### src/rtl/lvds_tx_serializer.sv
// lvds_tx_serializer: MSB-first 2-bit-per-clock DDR serializer with idle/training words and word-aligned output enable.
// Define LVDS_TX_MARK_EN to add tx_sof/tx_kind word markers aligned with dout0/dout1.
module lvds_tx_serializer #(
  parameter int DATA_W = 8,
  parameter logic [DATA_W-1:0] TRAIN_WORD = 8'hF0,
  parameter logic [DATA_W-1:0] IDLE_WORD = 8'h00
) (
  input  logic              clk,
  input  logic              rst,
  input  logic              en,
  input  logic              train,
  input  logic [DATA_W-1:0] s_data,
  input  logic              s_valid,
  output logic              s_ready,
  output logic              dout0,
  output logic              dout1,
`ifdef LVDS_TX_MARK_EN
  output logic              tx_sof,
  output logic [1:0]        tx_kind,
`endif
  output logic              oe
);
  localparam int H = DATA_W / 2;
  localparam int SW = $clog2(H);
  localparam logic [SW-1:0] LAST = SW'(H - 1);
  typedef enum logic {OFF, ON} state_t;
  state_t state;
  logic [SW-1:0] slot;
  logic [DATA_W-1:0] sh;
  logic [DATA_W-1:0] next_word;
  logic boundary;
  assign boundary = state == OFF || slot == LAST;
  assign s_ready = !rst && boundary && en && !train;
  always_comb next_word = train ? TRAIN_WORD : s_valid ? s_data : IDLE_WORD;
  // sh holds the not-yet-sent pairs of the word in flight, MSB aligned
  always_ff @(posedge clk) begin
    if (rst || (boundary && !en)) begin
      state <= OFF;
      slot  <= LAST;
      sh    <= '0;
      dout0 <= 1'b0;
      dout1 <= 1'b0;
      oe    <= 1'b0;
    end else if (boundary) begin
      state <= ON;
      slot  <= '0;
      dout0 <= next_word[DATA_W-1];
      dout1 <= next_word[DATA_W-2];
      sh    <= {next_word[DATA_W-3:0], 2'b00};
      oe    <= 1'b1;
    end else begin
      slot  <= slot + 1'b1;
      dout0 <= sh[DATA_W-1];
      dout1 <= sh[DATA_W-2];
      sh    <= {sh[DATA_W-3:0], 2'b00};
    end
  end
`ifdef LVDS_TX_MARK_EN
  always_ff @(posedge clk) begin
    if (rst || (boundary && !en)) begin
      tx_sof  <= 1'b0;
      tx_kind <= 2'd0;
    end else if (boundary) begin
      tx_sof  <= 1'b1;
      tx_kind <= train ? 2'd1 : s_valid ? 2'd2 : 2'd0;
    end else begin
      tx_sof  <= 1'b0;
    end
  end
`endif
endmodule

### config.mk
export PLATFORM = sky130hd
export DESIGN_NAME = lvds_tx_serializer
export DESIGN_NICKNAME = d
export VERILOG_FILES = /design/src/rtl/lvds_tx_serializer.sv
export SDC_FILE = /design/constraint.sdc
export NUM_CORES = 1
export LEC_CHECK = 0
export ABC_AREA = 0
export BUFFER_PORTS_ARGS = -buffer_cell sky130_fd_sc_hd__buf_4
export CAP_MARGIN = 20
export CORE_MARGIN = 4
export CORE_UTILIZATION = 30
export DETAILED_ROUTE_END_ITERATION = 12
export SYNTH_ARGS = -nofsm -noshare
export SYNTH_HDL_FRONTEND = slang
export SYNTH_SLANG_ARGS = --single-unit
### constraint.sdc
create_clock -name clk -period 2.25 [get_ports clk]
set_input_delay 0.45 -clock clk [delete_from_list [all_inputs] [get_ports clk]]
set_output_delay 0.45 -clock clk [all_outputs]
set_load 0.005 [all_outputs]
After elaboration in Yosys (flattened, before gate mapping)
Cells that the tools add are included.
{"block": "totals", "register_bits": 13, "in_bits": 13, "out_inout_bits": 4}
{"block": "op_classes", "add_sub_neg": 1, "eq_ne": 1, "muxes": 6, "bitwise_logic": 1, "n_reduce_logical": 9}
{"operator": "$mux W8", "count": 3}
{"operator": "$logic_and A1 B1 Y1", "count": 4}
{"operator": "$logic_not A1 Y1", "count": 3}
{"operator": "$add A2 B1 Y2 const B", "count": 1}
{"operator": "$eq A2 B2 Y1 const B", "count": 1}
{"operator": "$logic_or A1 B1 Y1", "count": 2}
{"operator": "$mux W1", "count": 2}
{"operator": "$mux W2", "count": 1}
{"operator": "$not A1 Y1", "count": 1}

Depth between registers and ports, before layout
{"block": "depth", "word_depth": 5, "ltp_mapped": 4, "depth_no_buf": 4}

Worst setup path before layout
OpenSTA, ideal clock, no wires.
{"block": "synth_path", "path_kind": "reg2out", "start": "register slot[0]", "end": "output port s_ready", "arrival_ns": 1.066, "required_time_ns": 1.800, "path_slack_ns": 0.734, "stages_incl_launch_ff": 5, "n_path_buf": 0, "path_cell_list": "dfxtp_1 > ha_1 > nor2b_4 > or3b_4 > nor2_2"}
{"block": "synth_via", "elab_chain_len": 5}
{"element": "start: declaration", "line": "28", "text": "logic [SW-1:0] slot;"}
{"element": "start signal: assignment", "line": "52", "text": "slot <= slot + 1'b1;"}
{"element": "$eq A2 B2 Y1", "line": "32", "text": "assign boundary = state == OFF || slot == LAST;"}
{"element": "$logic_or A1 B1 Y1", "line": "32"}
{"element": "$logic_and A1 B1 Y1 (3 in series)", "line": "33", "text": "assign s_ready = !rst && boundary && en && !train;"}
{"element": "end: declaration", "line": "14", "text": "output logic s_ready,"}
No other way between the ends.

Final worst setup path
Same ends and word-level chain as after synthesis.

==> metrics.cfg <==
[run_status]
status=completed

[die]
fp.dieH_microns=46.3
rows=13
ioPinCount=17
core_sq_um=1330
initial_core_util=0.329
die_w_microns=46.3
dieArea_sq_um=2140

[logic_synthesis]
synthTopCellsByCount=11 x dfxtp_1, 4 x a21oi_1, 4 x o2bb2ai_2
synth_nets=49
yosysTopAreaCellShare=0.501
synth_edf_count=0
synth_seq_cells=11
syn_area_sq_um=439
syn_area_per_cell_sq_um=12.5
synth.distinct_cells=16
async_flop_share=0
syn_inst=35
yosysWarnings=0
yosysMostFrequentCell=dfxtp_1
yosysTopAreaCell=dfxtp_1
ys_seq_area_frac=0.501
synth_top_flop_cell=dfxtp_1
synth_area_leaders=dfxtp_1 50%, o2bb2ai_2 14%, a21oi_1 4.6%

[sta]
period_needed_ns=1.95
drv_slew=0
fmax_mhz=513
relSlewSlack=0.820
worst_slew_pin_slew_ns=0.269
finalCritPeriodShare=0.866
setup_viol=0
finClkSkew_ns=0.000708
hold_viol=0
tns_ns=0
hold_ws_ns=0.390
rsz0062_at_grt=no

[layout]
num-nets-final=70
n_antenna_cell=0
drive_gt1_frac=0.527
area_delta_synth_final_pct=37.6

[power]
combPwrFrac=0.145
switching_share=0.220
pwr-share-seq=0.529
switchingPower_uw=86.2
vdd_drop_max_uv=351
internal-power_uw=306
power_per_cell_area_nw_per_um2=649
p_leak_nw=0.263
clkPwrFrac=0.326

[critical_path]
crit_arrival_ns=1.50
endpoint=s_ready
r2r_end=slot[1]
worstSetupEndpointType=output pin
startpoint=slot[0]
worstSetupPathType=reg2out
reg2reg_from=slot[0]
reg2reg_depth=4
worstPathRequired_ns=1.80
start_kind=flop
r2r_slack_ns=1.03
critPathMaxFanout=6

[clock_network]
clock_sink_count=11
cts_resized=0
clock-root-buffer=clkbuf_4
cts_max_path_buffers=2
cts_tree=done
hold_buffers=0
cts_made_buffers=3
insertion_delay_ns=0.26
post_cts_buffers=0
path_clk_slew_ns=0.06
htree_num_levels=1

[placement]
dp_hpwl_microns=617
portBuffers=16
gp_congestion=0.613

[detailed_routing]
drtPass1Iterations=2
viasPerCell=4.63
ant_nets=0
drt-total-wl_microns=738
drt_iter0_drc=2
via_count=324
wl_per_cell_microns=10.5
drc_errors=0

[global_routing]
grt_max_degree=7
grtUsageTotal=0.0802
grt_pass1_wl_mm=1.19
grt.overflow.total=0
antenna_found_initial=0
grt_pass1_vias=290

[job]
drv_cap=0

[worst_hold_path]
min_path_type=in2reg

[power by group through the flow]
stage	clock (mW)	combinational, mW	sequential [mW]
floorplan	0	0.0278	0.212
global placement	0	0.0573	0.212
detailed placement	0	0.0579	0.212
CTS	0.134	0.0580	0.207
global route	0.145	0.0626	0.208
finish	0.128	0.0570	0.207
[cell type report]
class | count | area, sq um
clock buffers | 4 | 26.3
flip-flops and latches | 11 | 220
repair buffers | 16 | 120
well taps | 15 | 18.8
fillers | 137 | 729
multi-input cells | 24 | 219
[through the flow]
step	cells	utilization	power (mW)	setup slack, ns	area [sq um]
floorplan	35	-	0.240	0.734	439
global placement	66	0.433	0.269	0.575	578
detailed placement	66	0.433	0.270	0.570	578
CTS	70	0.453	0.400	0.286	604
global route	70	0.453	0.416	0.215	604
finish	70	0.453	0.392	0.301	604
[flip-flops by register name, indices dropped and copies added, names as in the netlist]
name	count
sh	6
slot	2
dout1	1
state	1
dout0	1
[how the worst min path moves through the flow]
stage / to / depth (start not counted) / slack, ns / startpoint
finish: state / 2 / 0.39 / rst
global route: state / 2 / 0.40 / rst
CTS: state / 2 / 0.38 / rst
detailed placement: sh[7] / 1 / 0.43 / sh[5]
global placement: sh[7] / 1 / 0.43 / sh[5]
floorplan: sh[4] / 1 / 0.42 / sh[2]
[kinds of logic after synthesis]
| group | share of synthesized area |
|---|---|
| adders and majority gates | 0.0285 |
| muxes | 0.0228 |
| AOI/OAI and AO/OA | 0.251 |
| DFF | 0.501 |
| and+or+nand+nor | 0.197 |
[critical path, cell delays in order (launching register included)]
cell     delay (ns)
dfxtp_1        0.34
ha_1           0.20
nor2b_4        0.07
or3b_4         0.42
nor2_2         0.09
buf_4          0.11
[layer usage]
| metal | wire length [microns] | GRT usage | vias up |
|---|---|---|---|
| li1 | - | - | 170 |
| met1 | 321 | 0.0888 | 143 |
| met5 | 0 | 0 | - |
| met2 | 341 | 0.124 | 11 |
| met4 | 0 | 0.0170 | 0 |
| met3 | 75 | 0.0586 | 0 |
[cell usage in the layout (no fill, tap or decap), drive strengths merged]
| cell | netlist | routed |
|---|---|---|
| buf | 0 | 16 |
| dfxtp | 11 | 11 |
| a21oi | 4 | 4 |
| o2bb2ai | 4 | 4 |
| clkbuf | 0 | 4 |
| nor2 | 3 | 3 |
| and3 | 2 | 2 |
| a32o | 2 | 2 |
| nor2b | 2 | 2 |
| or3b | 1 | 1 |
| nor3b | 1 | 1 |
| and2b | 1 | 1 |
| a211o | 1 | 1 |
| mux2i | 1 | 1 |
| or2 | 1 | 1 |
| ha | 1 | 1 |
(Power assumes the default switching activity.)
